`config.mk`:
```
export PLATFORM = sky130hd
export DESIGN_NAME = display_mux_7seg
export DESIGN_NICKNAME = d
export VERILOG_FILES = /design/src/rtl/display_pkg.sv /design/src/rtl/deco_hex_7seg.sv /design/src/rtl/display_mux_7seg.sv
export SDC_FILE = /design/constraint.sdc
export NUM_CORES = 1
export LEC_CHECK = 0
export BUFFER_PORTS_ARGS = -buffer_cell sky130_fd_sc_hd__buf_2
export CAP_MARGIN = 15
export CORE_UTILIZATION = 62
export CTS_CLUSTER_SIZE = 8
export DETAILED_ROUTE_END_ITERATION = 10
export HOLD_SLACK_MARGIN = 0.03
export PLACE_DENSITY = 0.84
export SLEW_MARGIN = 25
export SYNTH_ARGS = -nofsm -noshare
export SYNTH_HDL_FRONTEND = slang
export SYNTH_SLANG_ARGS = --single-unit
```
`constraint.sdc`:
```
create_clock -name i_clk -period 6.4 [get_ports i_clk]
set_input_delay 1.28 -clock i_clk [delete_from_list [all_inputs] [get_ports i_clk]]
set_output_delay 1.28 -clock i_clk [all_outputs]
set_load 0.02 [all_outputs]
```
`src/rtl/display_pkg.sv`:
```
// Shared constants and helpers for the multiplexed 7-segment display driver.
// Segment patterns are active-low, ordered a..g from bit 6 down to bit 0.
package display_pkg;

  typedef logic [6:0] seg_t;

  localparam seg_t SEG_0   = 7'b0000001;
  localparam seg_t SEG_1   = 7'b1001111;
  localparam seg_t SEG_2   = 7'b0010010;
  localparam seg_t SEG_3   = 7'b0000110;
  localparam seg_t SEG_4   = 7'b1001100;
  localparam seg_t SEG_5   = 7'b0100100;
  localparam seg_t SEG_6   = 7'b0100000;
  localparam seg_t SEG_7   = 7'b0001111;
  localparam seg_t SEG_8   = 7'b0000000;
  localparam seg_t SEG_9   = 7'b0000100;
  localparam seg_t SEG_A   = 7'b0001000;
  localparam seg_t SEG_B   = 7'b1100000;
  localparam seg_t SEG_C   = 7'b0110001;
  localparam seg_t SEG_D   = 7'b1000010;
  localparam seg_t SEG_E   = 7'b0110000;
  localparam seg_t SEG_F   = 7'b0111000;
  localparam seg_t SEG_OFF = 7'b1111111;

  function automatic seg_t seg_decode(input logic [3:0] nibble);
    seg_t seg;
    seg = SEG_OFF;
    case (nibble)
      4'h0: seg = SEG_0;
      4'h1: seg = SEG_1;
      4'h2: seg = SEG_2;
      4'h3: seg = SEG_3;
      4'h4: seg = SEG_4;
      4'h5: seg = SEG_5;
      4'h6: seg = SEG_6;
      4'h7: seg = SEG_7;
      4'h8: seg = SEG_8;
      4'h9: seg = SEG_9;
      4'hA: seg = SEG_A;
      4'hB: seg = SEG_B;
      4'hC: seg = SEG_C;
      4'hD: seg = SEG_D;
      4'hE: seg = SEG_E;
      4'hF: seg = SEG_F;
    endcase
    return seg;
  endfunction

  function automatic bit params_legal(input int num_digits, input int refresh_div,
                                      input int deadtime);
    return (num_digits >= 1) && (num_digits <= 8) && (refresh_div >= 2) &&
           (deadtime >= 0) && (deadtime < refresh_div);
  endfunction

endpackage

```
`src/rtl/deco_hex_7seg.sv`:
```
// Hex nibble to active-low 7-segment pattern, with a blanking override.
module deco_hex_7seg
  import display_pkg::*;
(
  input  logic [3:0] i_nibble,
  input  logic       i_blank,
  output seg_t       o_seg
);

  always_comb begin
    o_seg = i_blank ? SEG_OFF : seg_decode(i_nibble);
  end

endmodule

```
`src/rtl/display_mux_7seg.sv`:
```
// Time-multiplexed N-digit common-anode 7-segment driver with dead time,
// leading-zero suppression and frame-synchronous (tear-free) value updates.
module display_mux_7seg
  import display_pkg::*;
#(
  parameter int NUM_DIGITS  = 4,
  parameter int REFRESH_DIV = 50000,
  parameter int DEADTIME    = 16
) (
  input  logic                    i_clk,
  input  logic                    i_rst,
  input  logic [4*NUM_DIGITS-1:0] i_value,
  input  logic                    i_load,
  input  logic [NUM_DIGITS-1:0]   i_dp,
  input  logic                    i_lz_en,
  input  logic                    i_enable,
  output logic [6:0]              o_segmentos,
  output logic                    o_dp,
  output logic [NUM_DIGITS-1:0]   o_anodos,
  output logic                    o_frame_done
);

  localparam int PW = (REFRESH_DIV > 1) ? $clog2(REFRESH_DIV) : 1;
  localparam int IW = (NUM_DIGITS > 1) ? $clog2(NUM_DIGITS) : 1;
  localparam logic [PW-1:0] PRESC_LAST = PW'(REFRESH_DIV - 1);
  localparam logic [PW-1:0] DEAD_END   = PW'(DEADTIME);
  localparam logic [IW-1:0] IDX_LAST   = IW'(NUM_DIGITS - 1);

  if (!params_legal(NUM_DIGITS, REFRESH_DIV, DEADTIME)) begin : g_bad_params
    $error("display_mux_7seg: illegal NUM_DIGITS/REFRESH_DIV/DEADTIME combination");
  end

  logic [PW-1:0]           presc_q, presc_d;
  logic [IW-1:0]           idx_q, idx_d;
  logic [4*NUM_DIGITS-1:0] pend_val_q, pend_val_d;
  logic [NUM_DIGITS-1:0]   pend_dp_q, pend_dp_d;
  logic [4*NUM_DIGITS-1:0] disp_val_q, disp_val_d;
  logic [NUM_DIGITS-1:0]   disp_dp_q, disp_dp_d;
  seg_t                    seg_q, seg_d;
  logic                    dp_q, dp_d;
  logic [NUM_DIGITS-1:0]   anodos_q, anodos_d;
  logic                    frame_done_q, frame_done_d;

  logic [3:0]            nib [NUM_DIGITS];
  logic [NUM_DIGITS-1:0] lz_blank;
  logic                  zero_run;
  logic [3:0]            nib_sel;
  logic                  seg_blank;
  seg_t                  seg_dec;
  logic                  slot_end;
  logic                  frame_end;

  // A digit is suppressed when it and every digit to its left are zero.
  always_comb begin
    lz_blank = '0;
    zero_run = 1'b1;
    for (int k = 0; k < NUM_DIGITS; k++) begin
      nib[k] = disp_val_q[4*k +: 4];
    end
    for (int k = NUM_DIGITS - 1; k >= 1; k--) begin
      zero_run    = zero_run && (nib[k] == 4'h0);
      lz_blank[k] = zero_run;
    end
  end

  always_comb begin
    nib_sel   = nib[idx_q];
    seg_blank = !i_enable || (i_lz_en && lz_blank[idx_q]);
  end

  deco_hex_7seg u_deco (
    .i_nibble (nib_sel),
    .i_blank  (seg_blank),
    .o_seg    (seg_dec)
  );

  // NOTE: every signal assigned here gets a default first, so no path leaves
  // a value unassigned and no latch is inferred.
  always_comb begin
    slot_end  = (presc_q == PRESC_LAST);
    frame_end = slot_end && (idx_q == IDX_LAST);

    presc_d = slot_end ? '0 : presc_q + 1'b1;
    idx_d   = idx_q;
    if (slot_end) begin
      idx_d = (idx_q == IDX_LAST) ? '0 : idx_q + 1'b1;
    end

    pend_val_d = pend_val_q;
    pend_dp_d  = pend_dp_q;
    if (i_load) begin
      pend_val_d = i_value;
      pend_dp_d  = i_dp;
    end

    // Taking the next pending value lets a load on the wrap cycle show at once.
    disp_val_d = disp_val_q;
    disp_dp_d  = disp_dp_q;
    if (frame_end) begin
      disp_val_d = pend_val_d;
      disp_dp_d  = pend_dp_d;
    end

    seg_d    = seg_dec;
    dp_d     = !(i_enable && disp_dp_q[idx_q]);
    anodos_d = '1;
    if (i_enable && (presc_q >= DEAD_END)) begin
      anodos_d[idx_q] = 1'b0;
    end
    frame_done_d = frame_end;
  end

  // NOTE: state registers use non-blocking assignments so every flop samples
  // the pre-edge values, independent of statement order.
  always_ff @(posedge i_clk) begin
    if (i_rst) begin
      presc_q      <= '0;
      idx_q        <= '0;
      pend_val_q   <= '0;
      pend_dp_q    <= '0;
      disp_val_q   <= '0;
      disp_dp_q    <= '0;
      seg_q        <= SEG_OFF;
      dp_q         <= 1'b1;
      anodos_q     <= '1;
      frame_done_q <= 1'b0;
    end else begin
      presc_q      <= presc_d;
      idx_q        <= idx_d;
      pend_val_q   <= pend_val_d;
      pend_dp_q    <= pend_dp_d;
      disp_val_q   <= disp_val_d;
      disp_dp_q    <= disp_dp_d;
      seg_q        <= seg_d;
      dp_q         <= dp_d;
      anodos_q     <= anodos_d;
      frame_done_q <= frame_done_d;
    end
  end

  assign o_segmentos  = seg_q;
  assign o_dp         = dp_q;
  assign o_anodos     = anodos_q;
  assign o_frame_done = frame_done_q;

endmodule

```
==> impl_results.md <==
- Global-route wire length before repair: 9.66 mm
- Placer Congestion: 0.839
- Clk pwr share: 45.0%
- Yosys reg bits: 71
- Yosys top cell by area: dfxtp_1
- Period utilization: 39.9%
- Hold depth: 1
- Total setup buffers inserted after CTS: 0
- Vias in the first global route: 2,042
- Int Power: 712 uW
- Cell area after layout: 3630 um^2
- Clk sinks: 71
- Outcome: completed
- Fin. max-slew vios: 0
- Worst stage delay on the critical path: 0.54 ns
- Critical R2R Capture: o_segmentos[0]
- Hold EP: presc_q[0]
- R2R depth: 5
- Top post-synthesis cells by area: dfxtp_1, mux2i_1, mux2_4
- CTS H-tree depth: 3
- Antenna Violating Nets Remaining: 0
- Clk slew on worst S/H paths: 0.07 ns
- Syn Area/Cell: 10.1 um^2
- Synthesized area: 3190 um^2
- Lkg Pwr: 1.56 nW
- Initial antenna violation count: 0
- Via count: 2,231
- Final wirelength: 5.78 mm
- Starting Density: 65.8%
- CTS tree: yes
- Synth warnings: 0
- Die height: 73.8 um
- DR pass1 iterations: 4
- Max-cap viol count: 0
- N_diodes: 0
- Endpoints failing setup: 0
- Bufs on Longest Clock Path: 2
- Primary FF master, synth: dfxtp_1
- Post-synth ARST share: 0%
- # hold bufs at CTS: 0
- CP delay by family, top: compound AO/OA/AOI/OAI gates
- Worst min-delay path category: reg2reg
- Fin crit period: 2.56 ns
- Relative slew slack: 30.4%
- Setup CP Type: in2reg
- CP bufs+invs: 1
- Sw Ratio: 21.2%
- Setup TNS: 0 ns
- Critical-path top delay cell: a31oi_1
- Die Wd: 73.8 um
- WL/cell: 13.7 um
- Kind of end point of the critical path: register
- Cell variety after synth: 37
- Register area share after synthesis: 44.5%
- Total track usage: 24.0%
- CTS Buf Count: 9
- Worst skew pair latency: 0.35 ns
- RSZ-0062 raised after global routing: false
- # DRC: 0
- Post-DP HPWL: 3.91 mm
- Input/output buffers: 37
- DRT iter0 DRCs: 132
- Layout Nets: 388
- Post-Syn Instances: 317
- Core ar.: 4850 um^2
- Critical path launch point type: input pin
- Area Overhead vs Synth: 13.6%
- RR Startpoint: idx_q[1]
- CP startpoint: i_rst
- Max VDD drop: 229 uV
- CP max FO: 46
- Via density: 5.27
- Clock Skews: 0.00847 ns
- Ports: 38
- CP cell instances: buf_2 -> nand2b_1 -> a31oi_1 -> o221ai_1
- Filler-free cell count of the finished design: 423
- P_sw: 192 uW
- Share of cells above drive strength 1: 22.5%
- Measured slew at the worst slew-check pin: 1.01 ns
- Grt ovf: 0
- Placed Cells: 407
- Combinational fraction of design power: 4.5%
- Post_cts resized: 0
- Seq pwr share: 50.5%
- Synth top cells by count: dfxtp_1, nor2_1, mux2i_1
- Largest net degree at the start of global routing: 47
- Share of the synthesized area in the top cell type: 44.5%
- Required time worst endpoint: 6.58 ns
- Most common cell in the netlist: dfxtp_1
- Reg2Reg Setup Slack: 3.89 ns
- Worst Path Arrival: 2.73 ns
- Post-synth EDFFs: 0
- Hold Path Origin: presc_q[0]
- Syn nets: 354
- Clock Tree Root: clkbuf_8
- Pwr Density: 249 nW/um^2
- Die area: 5440 um^2
- Cell Rows: 25
- Endpoints failing hold: 0
- Area after DPL: 3390 um^2
- Fmax achieved: 391 MHz
## worst max-delay path by stage
stage / to / depth (start not counted) / slack (ns)
2_1_floorplan: disp_dp_q[1] / 4 / 4.02
5_1_grt: o_segmentos[4] / 4 / 3.70
3_3_place_gp: o_segmentos[4] / 4 / 3.62
4_1_cts: o_segmentos[4] / 4 / 3.85
6_report: o_segmentos[4] / 4 / 3.84
3_5_place_dp: o_segmentos[4] / 4 / 3.54
## layout make-up
type                       instances  area, um^2
multi-input combinational        219        1660
sequential                        71        1420
fill                             347        1220
timing repair buffer              37         185
clock buffer                      12         155
tap                               67        83.8
clock inverter                     4        77.6
inverter                          13        48.8
## cell families after synthesis
family / count (synthesis) / synth area share [%]
XOR/XNOR: 15 / 4.12
flip-flops: 71 / 44.5
AND/OR/NAND/NOR: 121 / 18.8
buffers and inverters: 27 / 3.61
AO/OA/AOI/OAI: 20 / 4.00
multiplexers: 51 / 20.3
adder cells (fa/ha/maj): 12 / 4.70
## worst register-to-register path, delay by kind of cell, from the launching register on
kind               cells  cell delay [ns]
AOI/OAI and AO/OA      1             0.24
DFF                    1             0.68
and+or+nand+nor        2             0.24
muxes                  2             1.20
## stage by stage
step,utilization [%],power [mW],setup slack [ns],hold WS (ns)
final,74.8,0.904,3.84,0.505
after global routing,74.8,0.942,3.70,0.533
after CTS,74.8,0.911,3.85,0.508
after detailed placement,70.0,0.507,3.54,0.491
after global placement,70.0,0.506,3.62,0.442
after floorplan,-,0.493,4.02,0.430
## power groups by stage
stage	sequential (mW)	combinational, mW	clock (mW)
after floorplan	0.468	0.0247	0
after global placement	0.466	0.0394	0
after detailed placement	0.467	0.0407	0
after CTS	0.456	0.0410	0.414
after global routing	0.458	0.0453	0.440
final	0.457	0.0406	0.407
## sequential cells by signal, summed over array words and instances, names as in the netlist
register	flops
disp_val_q	16
pend_val_q	16
presc_q	16
o_segmentos	7
disp_dp_q	4
o_anodos	4
pend_dp_q	4
idx_q	2
o_dp	1
o_frame_done	1
## cell usage in the layout (no fill, tap or decap), types with 6 or more instances in the layout
cell type	n
buf_2	37
clkbuf_8	11
dfxtp_1	71
ha_1	12
inv_1	13
mux2_4	16
mux2i_1	26
nand2_1	22
nand3_1	8
nor2_1	45
nor2b_1	17
nor3_1	8
o21ai_0	6
xor2_1	11
## per-layer routing
metal	vias up	part of all wire [%]	global-route usage [%]	routed length [um]
li1	1151	-	-	-
met1	1011	48	31.5	2760
met2	55	45	35.2	2600
met3	14	4.4	9.60	257
met4	0	2.7	9.83	158
met5	-	0	0	0
(Power assumes the default switching activity.)
